[config.mk]
export PLATFORM = sky130hd
export DESIGN_NAME = corelet_sequencer_flat
export DESIGN_NICKNAME = d
export VERILOG_FILES = /design/src/rtl/corelet_sequencer_if.sv /design/src/rtl/corelet_sequencer.sv /design/src/flat_wrapper.sv
export SDC_FILE = /design/constraint.sdc
export NUM_CORES = 1
export LEC_CHECK = 0
export CAP_MARGIN = 20
export CELL_PAD_IN_SITES_DETAIL_PLACEMENT = 1
export CELL_PAD_IN_SITES_GLOBAL_PLACEMENT = 1
export CORE_UTILIZATION = 50
export DETAILED_ROUTE_END_ITERATION = 12
export DONT_BUFFER_PORTS = 1
export PLACE_DENSITY = 0.82
export SLEW_MARGIN = 20
export SYNTH_ARGS = -nofsm -noshare
export SYNTH_HDL_FRONTEND = slang
export SYNTH_SLANG_ARGS = --single-unit
[constraint.sdc]
create_clock -name i_clk -period 3.4 [get_ports i_clk]
set_input_delay 0.68 -clock i_clk [delete_from_list [all_inputs] [get_ports i_clk]]
set_output_delay 0.68 -clock i_clk [all_outputs]
set_load 0.01 [all_outputs]
[src/rtl/corelet_sequencer_if.sv]
// corelet_sequencer_if: control and instruction-bus bundle of the corelet sequencer.
// master = tile controller (drives start/config, sees inst/status);
// slave  = the sequencer itself.
interface corelet_sequencer_if;
  logic        start;
  logic [10:0] w_base;
  logic [10:0] x_base;
  logic [10:0] p_base;
  logic [10:0] num_x;
  logic        ofifo_valid;
  logic [33:0] inst;
  logic        busy;
  logic        done;
  logic        err;

  modport master (
    output start, w_base, x_base, p_base, num_x, ofifo_valid,
    input  inst, busy, done, err
  );

  modport slave (
    input  start, w_base, x_base, p_base, num_x, ofifo_valid,
    output inst, busy, done, err
  );
endinterface

[src/rtl/corelet_sequencer.sv]
// corelet_sequencer: steps one weight-stationary tile through the corelet
// instruction protocol (weights -> L0 -> array, activations -> array,
// OFIFO -> pmem, optional pmem replay through the SFP accumulator).
//
// Optional feature macro: CORELET_SEQ_ACC_EN adds the ACC replay phase.
// Without it DRAIN goes straight to DONE and inst[33] is constant 0.
//
// state   | meaning
// IDLE    | waiting for start; latches tile parameters
// RD_W    | read col weight rows from xmem, push them into L0 one cycle later
// KLOAD   | pop L0 into the array with kernel-load asserted
// KWAIT   | let the array pipeline settle (row+col cycles)
// RD_X    | read num_x activation rows from xmem into L0
// EXEC    | pop L0 into the array with execute asserted
// DRAIN   | move num_x OFIFO rows into pmem, stalling on !ofifo_valid
// ACC     | replay pmem rows through the accumulator (macro build only)
// DONE    | one-cycle done/err pulse
//
// The address map of inst fixes xmem/pmem addresses at 11 bits.
module corelet_sequencer #(
  parameter int ROW      = 8,
  parameter int COL      = 8,
  parameter int L0_DEPTH = 64
) (
  input logic                  i_clk,
  input logic                  i_reset,
  corelet_sequencer_if.slave   bus
);

  localparam logic [33:0] INST_IDLE = 34'h1_800C_0000;

  typedef enum logic [3:0] {
    S_IDLE, S_RD_W, S_KLOAD, S_KWAIT, S_RD_X, S_EXEC, S_DRAIN, S_ACC, S_DONE
  } state_t;

  state_t      r_state;
  logic [10:0] r_cnt;       // remaining cycles (or writes) in the phase, terminal at 0
  logic [10:0] r_num;
  logic [10:0] r_x_base;
  logic [10:0] r_p_base;
  logic [10:0] r_xaddr;
  logic [10:0] r_paddr;
  logic        r_err_pend;
  logic [33:0] r_inst;
  logic        r_busy;
  logic        r_done;
  logic        r_err;

  logic [33:0] w_inst;
  logic [10:0] w_rd_len;

  // Count at the first cycle of an xmem read phase; l0_wr lags the read by one cycle.
  assign w_rd_len = (r_state == S_RD_W) ? 11'(COL) : r_num;

  // Instruction word for the current state/counter; registered below.
  always_comb begin
    w_inst = INST_IDLE;
    case (r_state)
      S_RD_W, S_RD_X: begin
        if (r_cnt != 11'd0) begin
          w_inst[19]   = 1'b0;
          w_inst[17:7] = r_xaddr;
        end
        if (r_cnt != w_rd_len) w_inst[2] = 1'b1;
      end
      S_KLOAD: begin
        w_inst[3] = 1'b1;
        w_inst[0] = 1'b1;
      end
      S_EXEC: begin
        w_inst[3] = 1'b1;
        w_inst[1] = 1'b1;
      end
      S_DRAIN: begin
        if (bus.ofifo_valid) begin
          w_inst[6]     = 1'b1;
          w_inst[32]    = 1'b0;
          w_inst[31]    = 1'b0;
          w_inst[30:20] = r_paddr;
        end
      end
`ifdef CORELET_SEQ_ACC_EN
      S_ACC: begin
        if (r_cnt != 11'd0) begin
          w_inst[32]    = 1'b0;
          w_inst[30:20] = r_paddr;
        end
        if (r_cnt != r_num) w_inst[33] = 1'b1;
      end
`endif
      default: ;
    endcase
  end

  // Sequencer FSM, phase counters and registered outputs.
  always_ff @(posedge i_clk) begin
    if (i_reset) begin
      r_state    <= S_IDLE;
      r_cnt      <= '0;
      r_num      <= '0;
      r_x_base   <= '0;
      r_p_base   <= '0;
      r_xaddr    <= '0;
      r_paddr    <= '0;
      r_err_pend <= 1'b0;
      r_inst     <= INST_IDLE;
      r_busy     <= 1'b0;
      r_done     <= 1'b0;
      r_err      <= 1'b0;
    end else begin
      r_inst <= w_inst;
      r_done <= 1'b0;
      r_err  <= 1'b0;
      case (r_state)
        S_IDLE: begin
          r_busy <= bus.start;
          if (bus.start) begin
            r_num      <= bus.num_x;
            r_x_base   <= bus.x_base;
            r_p_base   <= bus.p_base;
            r_xaddr    <= bus.w_base;
            r_cnt      <= 11'(COL);
            r_err_pend <= (bus.num_x > 11'(L0_DEPTH));
            if (bus.num_x == 11'd0 || bus.num_x > 11'(L0_DEPTH)) r_state <= S_DONE;
            else                                                 r_state <= S_RD_W;
          end
        end
        S_RD_W: begin
          r_xaddr <= r_xaddr + 11'd1;
          if (r_cnt == 11'd0) begin
            r_state <= S_KLOAD;
            r_cnt   <= 11'(COL - 1);
          end else r_cnt <= r_cnt - 11'd1;
        end
        S_KLOAD: begin
          if (r_cnt == 11'd0) begin
            r_state <= S_KWAIT;
            r_cnt   <= 11'(ROW + COL - 1);
          end else r_cnt <= r_cnt - 11'd1;
        end
        S_KWAIT: begin
          if (r_cnt == 11'd0) begin
            r_state <= S_RD_X;
            r_cnt   <= r_num;
            r_xaddr <= r_x_base;
          end else r_cnt <= r_cnt - 11'd1;
        end
        S_RD_X: begin
          r_xaddr <= r_xaddr + 11'd1;
          if (r_cnt == 11'd0) begin
            r_state <= S_EXEC;
            r_cnt   <= r_num - 11'd1;
          end else r_cnt <= r_cnt - 11'd1;
        end
        S_EXEC: begin
          if (r_cnt == 11'd0) begin
            r_state <= S_DRAIN;
            r_cnt   <= r_num - 11'd1;
            r_paddr <= r_p_base;
          end else r_cnt <= r_cnt - 11'd1;
        end
        S_DRAIN: begin
          if (bus.ofifo_valid) begin
            r_paddr <= r_paddr + 11'd1;
            if (r_cnt == 11'd0) begin
`ifdef CORELET_SEQ_ACC_EN
              r_state <= S_ACC;
              r_cnt   <= r_num;
              r_paddr <= r_p_base;
`else
              r_state <= S_DONE;
`endif
            end else r_cnt <= r_cnt - 11'd1;
          end
        end
`ifdef CORELET_SEQ_ACC_EN
        S_ACC: begin
          r_paddr <= r_paddr + 11'd1;
          if (r_cnt == 11'd0) r_state <= S_DONE;
          else                r_cnt   <= r_cnt - 11'd1;
        end
`endif
        S_DONE: begin
          r_done  <= 1'b1;
          r_err   <= r_err_pend;
          r_state <= S_IDLE;
        end
        default: r_state <= S_IDLE;
      endcase
    end
  end

  assign bus.inst = r_inst;
  assign bus.busy = r_busy;
  assign bus.done = r_done;
  assign bus.err  = r_err;

endmodule

[src/flat_wrapper.sv]
// flat-port wrapper written by rule: the top's interface ports become plain ports
module corelet_sequencer_flat 
#(
  parameter int ROW      = 8,
  parameter int COL      = 8,
  parameter int L0_DEPTH = 64
)
  (i_clk, i_reset, bus_start, bus_w_base, bus_x_base, bus_p_base, bus_num_x, bus_ofifo_valid, bus_inst, bus_busy, bus_done, bus_err);
  corelet_sequencer_if bus_i ();
  input logic i_clk;
  input logic i_reset;
  input wire logic [$bits(bus_i.start)-1:0] bus_start;
  input wire logic [$bits(bus_i.w_base)-1:0] bus_w_base;
  input wire logic [$bits(bus_i.x_base)-1:0] bus_x_base;
  input wire logic [$bits(bus_i.p_base)-1:0] bus_p_base;
  input wire logic [$bits(bus_i.num_x)-1:0] bus_num_x;
  input wire logic [$bits(bus_i.ofifo_valid)-1:0] bus_ofifo_valid;
  output wire logic [$bits(bus_i.inst)-1:0] bus_inst;
  output wire logic [$bits(bus_i.busy)-1:0] bus_busy;
  output wire logic [$bits(bus_i.done)-1:0] bus_done;
  output wire logic [$bits(bus_i.err)-1:0] bus_err;
  assign bus_i.start = bus_start;
  assign bus_i.w_base = bus_w_base;
  assign bus_i.x_base = bus_x_base;
  assign bus_i.p_base = bus_p_base;
  assign bus_i.num_x = bus_num_x;
  assign bus_i.ofifo_valid = bus_ofifo_valid;
  assign bus_inst = bus_i.inst;
  assign bus_busy = bus_i.busy;
  assign bus_done = bus_i.done;
  assign bus_err = bus_i.err;
  corelet_sequencer #(.ROW(ROW), .COL(COL), .L0_DEPTH(L0_DEPTH)) u_core (.i_clk(i_clk), .i_reset(i_reset), .bus(bus_i));
endmodule
==> flow_summary_export.csv <==
group,metric,value,unit
global_route,grt_use_total,28.52,%
clocking,cts.htree.levels,3,
yosys,ys_ff_latch,103,
die,die_w,105.7,um
final_layout,final_common_cell,"nand2_1",
global_route,grt_pass1_vias,4969,
die,die-area,0.01118,mm2
clocking,cts_buffers,9,
timing,maxSlewViolCount,0,
timing,max_freq,0.3560,GHz
global_route,grt_max_degree,81,
clocking,clock_path_buffers,2,
critical_path,critical_path_required,3.70,ns
final_layout,area_growth_syn_to_layout,3.278,%
clocking,cts_hold_buf,0,
die,io_pins,85,
critical_path,crit_arrival,3.11,ns
placement,hpwl,10960,um
die,fp-row-count,37,
timing,slew_headroom,38.29,%
final_layout,finalInstanceArea,0.005558,mm2
yosys,yosys-top-cells-area,"dfxtp_1, nand2_1, a21oi_1",
yosys,ys_seq_area_share,38.32,%
final_layout,antenna_cells,0,
die,core,0.01037,mm2
final_layout,drive_above_1_share,6.955,%
clocking,path_clk_slew,0.11,ns
yosys,synth_edf_count,0,
clocking,cts_tree,"done",
critical_path,cp_cell_sequence,"nor4bb_2, nand2_1, o21ai_1, nor2_1, a311oi_1",
clocking,postCtsResizedCells,0,
global_route,overflow,0,
pwr,ir_drop,0.2542,mV
yosys,ys_async_sr_fraction,0,%
routing,wl,15480,um
clocking,cts_setup_buffers,0,
final_layout,fillers,1292,
yosys,synth_area_leader_cell,"dfxtp_1",
yosys,synth_cell_type_count,77,
final_layout,final_cells,783,
pwr,total_power,2.367,mW
routing,postRouteAntennaNets,0,
timing,report.final.setup_viol,0,
hold_path,hold_class,"input pin to flip-flop",
pwr,p_leak,1.964,nW
global_route,grt_pass1_wl,25200,um
yosys,syn_avg_cell_area,7.902,um2
timing,rsz0062_at_grt,"false",
routing,via_per_inst,6.331,
final_layout,multi_input_area,0.002998,mm2
critical_path,worst-path-max-fanout,25,
placement,dpl_cell_area,0.005343,mm2
timing,period_share,82.61,%
pwr,power_density,425.8,mW/mm2
routing,first_pass_iters,5,
yosys,synth_top_flop_cell,"dfxtp_1",
yosys,synth_top_area_share,38.32,%
critical_path,worstSetupStartpointType,"flip-flop",
placement,place_inst,767,
yosys,syn_inst,681,
run,cap_violations,0,
critical_path,crit_type,"flip-flop to flip-flop",
clocking,clkLatencyLatePin,0.38,ns
placement,portBuffers,0,
final_layout,mostFrequentLayoutCells,"nand2_1, dfxtp_1, a21oi_1",
critical_path,slowest_stage,"dfxtp_1",
routing,wl_per_cell,19.77,um
routing,routed-via-count,4957,
timing,fin_worst_skew,0.01545,ns
global_route,antenna_found_initial,0,
outcome,status,"finished, final reports clean",
die,die_h,105.7,um
final_layout,nets,695,
timing,min_period,2.809,ns
routing,drc,0,
yosys,yosysWarnings,0,
critical_path,max_stage_delay,0.82,ns
clocking,cts_sinks,103,
routing,drt_iter0_markers,327,
die,initial_utilization,51.89,%
timing,setup_tns,0,ns
placement,gp_congestion,0.8791,
timing,tightest_slew,0.9195,ns
clocking,cts_root_buf,"clkbuf_8",
yosys,syn_area,0.005381,mm2
final_layout,regArea,0.002062,mm2
critical_path,end_kind,"flip-flop",
timing,hold_violations,0,
[critical path, delay by kind of cell, from the launching register on]
kind             cells  cell delay [ns]
AND/OR/NAND/NOR      3             1.09
flip-flops           1             0.82
AO/OA/AOI/OAI        2             0.82
[power by group]
part	leakage, nW	switching (mW)	internal [mW]
registers	0.838	0.0538	1.25
clock network	0.105	0.481	0.357
logic	1.02	0.136	0.0935
[layout make-up]
class / count / area share, %
Multi-Input combinational cell: 507 / 53.94
Clock inverter: 7 / 1.643
Tap cell: 136 / 3.062
Inverter: 12 / 0.8104
Clock buffer: 9 / 2.229
Sequential cell: 103 / 37.10
Timing Repair Buffer: 9 / 1.216
[state kept, by name (all words and copies together), names as in the netlist]
register and cells:
u_core.r_num 11, u_core.r_state 4, u_core.bus.busy 1, u_core.bus.err 1, u_core.r_x_base 11, u_core.r_p_base 11, u_core.r_cnt 11, u_core.bus.done 1
u_core.bus.inst 29, u_core.r_err_pend 1, u_core.r_xaddr 11, u_core.r_paddr 11
[kinds of logic (layout without fill, tap and decap cells)]
| family | after synthesis | count (layout) | synth area share, % |
|---|---|---|---|
| other | 2 | 4 | 0.1396 |
| buffers and inverters | 73 | 37 | 6.347 |
| multiplexers | 1 | 1 | 0.2092 |
| XOR/XNOR | 15 | 15 | 2.441 |
| AO/OA/AOI/OAI | 199 | 199 | 23.69 |
| AND/OR/NAND/NOR | 283 | 283 | 27.69 |
| flip-flops | 103 | 103 | 38.32 |
| adder cells (fa/ha/maj) | 5 | 5 | 1.163 |
[stage by stage]
stage                     worst slack, ns  util, %  hold WS [ns]
after floorplan                     1.288        -        0.4305
after global placement             0.8304    51.52        0.4395
after detailed placement           0.7142    51.52        0.4428
after CTS                          0.6603    53.60        0.3502
after global routing               0.3634    53.60        0.3363
final                              0.5912    53.60        0.3597
[cell usage after synthesis, types with 10 or more instances]
cell type	count
nor3_1	12
a31oi_1	12
buf_2	10
nand2_1	108
and2_1	30
clkbuf_1	38
dfxtp_1	103
o21ai_0	35
a21oi_1	72
inv_1	12
nor2_1	39
nand2b_1	10
nand3_1	14
[routing by layer]
metal	vias to the layer above	track usage, %	wire length, um
met5	-	0	0
met1	2411	37.06	6762
li1	2347	-	-
met4	0	10.81	264
met2	178	46.08	7460
met3	21	6.308	992
[path summary, 6_finish.rpt]
kind              cells after the start  slack [ns]                 end                from
setup / recovery                      5        0.59   u_core.r_paddr[1]   u_core.r_state[1]
setup reg to reg                      5        0.59   u_core.r_paddr[1]   u_core.r_state[1]
hold / removal                        1        0.36  u_core.bus.inst[2]             i_reset
hold reg to reg                       2        0.45  u_core.r_p_base[3]  u_core.r_p_base[3]
Note: power is estimated with default switching activity, not from simulation.
